--- src/rtl/seq_playback_pkg.sv ---
// Shared game definitions: playback state encoding, blank display code and
// the RAM geometry defaults that the sequencer and game controller also use.
package seq_playback_pkg;

    localparam int         ADDR_W_DEF     = 5;
    localparam int         DATA_W_DEF     = 4;
    localparam logic [3:0] BLANK_CODE_DEF = 4'hF;

    typedef enum logic [2:0] {
        ST_IDLE  = 3'd0,
        ST_FETCH = 3'd1,
        ST_WAIT  = 3'd2,
        ST_SHOW  = 3'd3,
        ST_GAP   = 3'd4,
        ST_DONE  = 3'd5
    } pb_state_e;

    // States in which the two-second timer must be running.
    function automatic logic is_timed_state(input pb_state_e s);
        return (s == ST_SHOW) || (s == ST_GAP);
    endfunction

endpackage

--- src/rtl/seq_playback.sv ---
// Sequence playback: reads the stored digit sequence from the sequence RAM
// and shows each digit for SHOW_TICKS timer ticks followed by a blank gap of
// GAP_TICKS ticks, then pulses done. All outputs are registered.
module seq_playback
    import seq_playback_pkg::*;
#(
    parameter int                ADDR_W     = ADDR_W_DEF,
    parameter int                DATA_W     = DATA_W_DEF,
    parameter int                SHOW_TICKS = 1,
    parameter int                GAP_TICKS  = 1,
    parameter logic [DATA_W-1:0] BLANK_CODE = DATA_W'(BLANK_CODE_DEF)
) (
    input  logic              clk,
    input  logic              rst,
    input  logic              start,
    input  logic              abort,
    input  logic [ADDR_W-1:0] seq_len,
    input  logic              tick,
    input  logic [DATA_W-1:0] ram_data,
    output logic [ADDR_W-1:0] ram_addr,
    output logic [DATA_W-1:0] disp_digit,
    output logic              tick_en,
    output logic              busy,
    output logic              done
);

    localparam logic [3:0]        SHOW_T   = 4'(SHOW_TICKS);
    localparam logic [3:0]        GAP_T    = 4'(GAP_TICKS);
    localparam logic [ADDR_W-1:0] ADDR_ONE = {{(ADDR_W-1){1'b0}}, 1'b1};

    pb_state_e         r_state;
    pb_state_e         w_state_nxt;
    logic [ADDR_W-1:0] r_len_q;
    logic [ADDR_W-1:0] r_idx;
    logic [3:0]        r_tcnt;
    logic [3:0]        w_tcnt_inc;
    logic              w_show_hit;
    logic              w_gap_hit;
    logic              w_last_digit;

    logic [ADDR_W-1:0] r_ram_addr;
    logic [DATA_W-1:0] r_disp;
    logic              r_tick_en;
    logic              r_busy;
    logic              r_done;
    logic [ADDR_W-1:0] w_addr_d;
    logic [DATA_W-1:0] w_disp_d;
    logic              w_tick_en_d;
    logic              w_busy_d;
    logic              w_done_d;

    assign w_tcnt_inc   = r_tcnt + 4'd1;
    assign w_show_hit   = tick && (w_tcnt_inc == SHOW_T);
    assign w_gap_hit    = tick && (w_tcnt_inc == GAP_T);
    assign w_last_digit = (r_idx == (r_len_q - ADDR_ONE));

    // State register.
    always_ff @(posedge clk or negedge rst) begin
        if (!rst) begin
            r_state <= ST_IDLE;
        end else begin
            r_state <= w_state_nxt;
        end
    end

    // Next-state logic; abort overrides every other event.
    always_comb begin
        w_state_nxt = r_state;
        if (abort) begin
            w_state_nxt = ST_IDLE;
        end else begin
            case (r_state)
                ST_IDLE: begin
                    if (start) begin
                        if (seq_len == {ADDR_W{1'b0}}) begin
                            w_state_nxt = ST_DONE;
                        end else begin
                            w_state_nxt = ST_FETCH;
                        end
                    end else begin
                        w_state_nxt = ST_IDLE;
                    end
                end
                ST_FETCH: w_state_nxt = ST_WAIT;
                ST_WAIT:  w_state_nxt = ST_SHOW;
                ST_SHOW: begin
                    if (w_show_hit) begin
                        w_state_nxt = ST_GAP;
                    end else begin
                        w_state_nxt = ST_SHOW;
                    end
                end
                ST_GAP: begin
                    if (w_gap_hit) begin
                        if (w_last_digit) begin
                            w_state_nxt = ST_DONE;
                        end else begin
                            w_state_nxt = ST_FETCH;
                        end
                    end else begin
                        w_state_nxt = ST_GAP;
                    end
                end
                ST_DONE: w_state_nxt = ST_IDLE;
                default: w_state_nxt = ST_IDLE;
            endcase
        end
    end

    // Next values of the registered outputs, looking ahead at the next state.
    always_comb begin
        w_done_d    = (r_state == ST_DONE) && !abort;
        w_busy_d    = (w_state_nxt != ST_IDLE) || w_done_d;
        w_tick_en_d = is_timed_state(w_state_nxt);

        if (w_state_nxt == ST_SHOW) begin
            if (r_state == ST_WAIT) begin
                w_disp_d = ram_data;
            end else begin
                w_disp_d = r_disp;
            end
        end else begin
            w_disp_d = BLANK_CODE;
        end

        if (w_state_nxt == ST_IDLE) begin
            w_addr_d = {ADDR_W{1'b0}};
        end else if ((w_state_nxt == ST_FETCH) && (r_state == ST_GAP)) begin
            w_addr_d = r_idx + ADDR_ONE;
        end else if (w_state_nxt == ST_FETCH) begin
            w_addr_d = {ADDR_W{1'b0}};
        end else begin
            w_addr_d = r_ram_addr;
        end
    end

    // Output registers.
    always_ff @(posedge clk or negedge rst) begin
        if (!rst) begin
            r_ram_addr <= {ADDR_W{1'b0}};
            r_disp     <= BLANK_CODE;
            r_tick_en  <= 1'b0;
            r_busy     <= 1'b0;
            r_done     <= 1'b0;
        end else begin
            r_ram_addr <= w_addr_d;
            r_disp     <= w_disp_d;
            r_tick_en  <= w_tick_en_d;
            r_busy     <= w_busy_d;
            r_done     <= w_done_d;
        end
    end

    // Sequence length, digit index and tick counter; ticks outside SHOW/GAP are ignored.
    always_ff @(posedge clk or negedge rst) begin
        if (!rst) begin
            r_len_q <= {ADDR_W{1'b0}};
            r_idx   <= {ADDR_W{1'b0}};
            r_tcnt  <= 4'd0;
        end else if (abort) begin
            r_tcnt <= 4'd0;
        end else begin
            case (r_state)
                ST_IDLE: begin
                    if (start) begin
                        r_len_q <= seq_len;
                        r_idx   <= {ADDR_W{1'b0}};
                        r_tcnt  <= 4'd0;
                    end
                end
                ST_WAIT: r_tcnt <= 4'd0;
                ST_SHOW: begin
                    if (tick) begin
                        r_tcnt <= w_show_hit ? 4'd0 : w_tcnt_inc;
                    end
                end
                ST_GAP: begin
                    if (tick) begin
                        if (w_gap_hit) begin
                            r_tcnt <= 4'd0;
                            if (!w_last_digit) begin
                                r_idx <= r_idx + ADDR_ONE;
                            end
                        end else begin
                            r_tcnt <= w_tcnt_inc;
                        end
                    end
                end
                default: r_tcnt <= r_tcnt;
            endcase
        end
    end

    assign ram_addr   = r_ram_addr;
    assign disp_digit = r_disp;
    assign tick_en    = r_tick_en;
    assign busy       = r_busy;
    assign done       = r_done;

endmodule

--- config.mk ---
export PLATFORM = sky130hd
export DESIGN_NAME = seq_playback
export DESIGN_NICKNAME = d
export VERILOG_FILES = /design/src/rtl/seq_playback_pkg.sv /design/src/rtl/seq_playback.sv
export SDC_FILE = /design/constraint.sdc
export NUM_CORES = 1
export LEC_CHECK = 0
export ABC_AREA = 1
export CORE_UTILIZATION = 35
export CTS_CLUSTER_DIAMETER = 50
export CTS_CLUSTER_SIZE = 10
export DETAILED_ROUTE_END_ITERATION = 16
export MAX_ROUTING_LAYER = met4
export SYNTH_ARGS = -nofsm -noshare
export SYNTH_HDL_FRONTEND = slang
export SYNTH_SLANG_ARGS = --single-unit
--- constraint.sdc ---
create_clock -name clk -period 1.77 [get_ports clk]
set_input_delay 0.2655 -clock clk [delete_from_list [all_inputs] [get_ports clk]]
set_output_delay 0.2655 -clock clk [all_outputs]
set_load 0.05 [all_outputs]
==> results of run 1 <==
-- layout make-up --
class,instances,area (µm²),share of cell area (%)
Clock inverter,3,17.52,0.8014
Tap cell,52,65.06,2.977
Sequential cell,29,730.7,33.43
Multi-Input combinational cell,149,839.6,38.41
Inverter,33,123.9,5.667
Timing Repair Buffer,40,340.3,15.57
Clock buffer,5,68.82,3.148
-- layer usage --
metal / wire length, µm / GRT usage (%) / vias up
li1: - / - / 765
met1: 1807 / 21.90 / 656
met2: 1584 / 22.01 / 31
met3: 155 / 4.473 / 5
met4: 52 / 5.333 / 0
met5: 0 / - / -
-- power groups by stage --
stage	registers, mW	logic [mW]	clock network [mW]
2_1_floorplan	0.782	0.267	0
3_3_place_gp	0.761	0.459	0
3_5_place_dp	0.762	0.463	0
4_1_cts	0.750	0.464	0.546
5_1_grt	0.758	0.585	0.578
6_report	0.753	0.522	0.528
-- what timing repair did --
item	4_1_cts	5_1_grt
resized for setup	0	24
setup buffers	0	3
endpoints found under the setup margin	0	18
-- metrics by stage --
| step | total power, mW | area [µm²] | utilization (%) |
|---|---|---|---|
| 5_1_grt | 1.921 | 2186 | 49.86 |
| 2_1_floorplan | 1.049 | 1615 | - |
| 3_5_place_dp | 1.225 | 2006 | 45.75 |
| 4_1_cts | 1.760 | 2092 | 47.72 |
| 6_report | 1.804 | 2186 | 49.86 |
| 3_3_place_gp | 1.220 | 2006 | 45.75 |
-- state kept, by name, summed over array words and instances (netlist names) --
name and flops:
ram_addr 5, done 1, r_tcnt 4, r_state 3, busy 1, r_len_q 5
disp_digit 4, r_idx 5, tick_en 1
-- cells in the mapped netlist --
cell	count
o21ai_0	15
nand2_4	2
inv_2	3
nand2_2	3
o22ai_1	1
nand3_1	20
o21ai_4	1
dfstp_2	4
nor3_4	1
nor3_1	4
o21bai_1	1
nor2_4	3
nand3_2	2
o32ai_1	1
inv_1	29
nor2_2	2
clkinv_1	1
a21oi_1	4
dfrtp_1	25
xor2_1	2
nand2_1	60
nand4_1	3
ha_1	4
nor2_1	19
-- how the worst min path moves through the flow --
stage	cells after the start	slack, ns	from	end
floorplan	0	-0.03	rst	busy
global placement	2	0.46	ram_addr[2]	ram_addr[2]
detailed placement	2	0.46	ram_addr[2]	ram_addr[2]
CTS	2	0.38	rst	r_len_q[0]
global route	2	0.42	rst	r_len_q[0]
finish	2	0.37	rst	r_len_q[1]
-- cell families after synthesis --
| kind of cell | count (synthesis) |
|---|---|
| AOI/OAI and AO/OA | 23 |
| xor gates and xnor gates | 2 |
| adders and majority gates | 4 |
| buffers and inverters | 33 |
| DFF | 29 |
| and+or+nand+nor | 119 |
==> out/results.ini, run 1 <==
[outcome]
status=finished, final reports clean

[cts]
cts_tree=yes
cts_max_level=2
holdBufCountCts=0
clk_path_buf_depth=2
clk-insertion-delay-late_ns=0.28
cts.reportedPaths.clkPinSlew_ns=0.07
cts_sinks=29
cts_made_buffers=5
cts_root_buffer=clkbuf_8

[min_path]
hold_path_class=in2async

[die]
die_area_mm2=0.004891
initial_core_util_pct=36.84
rows=24
dieWidth_um=69.94
core_mm2=0.004384
chipHeight_um=69.94
ios=26

[timing]
layout_setup_ws_ns=0.1059
relSlewSlack_pct=67.09
fin_skew_ns=0.005832
setup_viol=0
fmaxAchievable_mhz=600.9
setup_tns_ns=0
slew_violations=0
post-route-period-util_pct=94.02
worst_slew_pin_slew_ns=0.4920
fin_crit_ns=1.664
rsz0062_at_grt=yes
finalHoldViolCount=0
hold_ws_ns=0.3699

[detailed_routing]
first_pass_iters=4
drtIter0Drc=66
routedWlPerCell_um=11.58
route.detailed.drc=0
finalWirelength_um=3600
ant_nets=0
via_per_inst=4.685
via_count=1457

[critical_path]
cp-endpoint=tick_en
path_class=reg2out
crit_path_start_kind=flop
cp.required_ns=1.50
cp_slowest_stage_delay_ns=0.79
cp-end-kind=primary output
crit_buf_inv=1
rrSetupSlack_ns=0.12
crit_path_cell_trace=clkdlybuf4s50_1
worstReg2RegStart=r_tcnt[0]
crit_family=buffers and inverters
slowest_stage=clkdlybuf4s50_1
r2r_end=r_idx[3]
path_depth=1
worstPathArrival_ns=1.40
path_max_fanout=1
rr_worst_depth=10
critPathLaunch=tick_en

[pwr]
powerDensity_mw_per_mm2=825.2
combPwrFrac_pct=29.0
switching_power_mw=0.6014
irDropWorstVdd_mv=0.4122
seqPwrFrac_pct=41.8
p_leak_nw=1.096
p_int_mw=1.202
p_clk_share_pct=29.3
switching_share_pct=33.34

[place]
dpl.hpwl_um=2683
dp_cells=300
gp_congestion=0.8118
port_buffers=25
post-place-ws_ns=-0.05406

[grt]
antenna_found_initial=0
grt_max_degree=30
grt_pass1_wl_um=5858
grt_pass1_vias=1265
gr-usage-all-layers_pct=15.75
overflow=0

[synth]
yosys-top-cells-area=dfrtp_1, nand2_1, inv_1, dfstp_2, nand3_1
yosys_warnings=0
synthMuxAreaShare_pct=0
synth-seq-cells=29
yosys.area.top_type_share_pct=38.73
synth_area_mm2=0.001615
synth-compound-area-share_pct=8.288
synth_top_cell_by_area=dfrtp_1
synthCells=210
synthAdderAreaFrac_pct=3.098
synth_simple_gate_area_share_pct=34.62
syn-num-nets=228
synth.distinct_cells=24
synth_xor_area_share_pct=1.084
synth_top_family_by_area=simple AND/OR/NAND/NOR gates
synth_seq_area_share_pct=45.24
avgSynthCellArea_um2=7.692

[final_layout]
final_cell_mix=nand2_1, inv_1, dfrtp_1
final_common_cell=nand2_1
nNetsFinal=276
drive_above_1_share_pct=27.41
fillCellCount=442
area_growth_pct=35.32
fin_cells=311
antenna_cells=0

[job]
maxCapViolCount=0

Note: power is estimated with default switching activity, not from simulation.
==> run 2: changes to the inputs <==
- CTS_BUF_LIST: unset -> sky130_fd_sc_hd__clkbuf_8 sky130_fd_sc_hd__clkbuf_16
==> results of run 2 <==
Same layout as run 1: the final DEF is identical, and so are final timing and power.
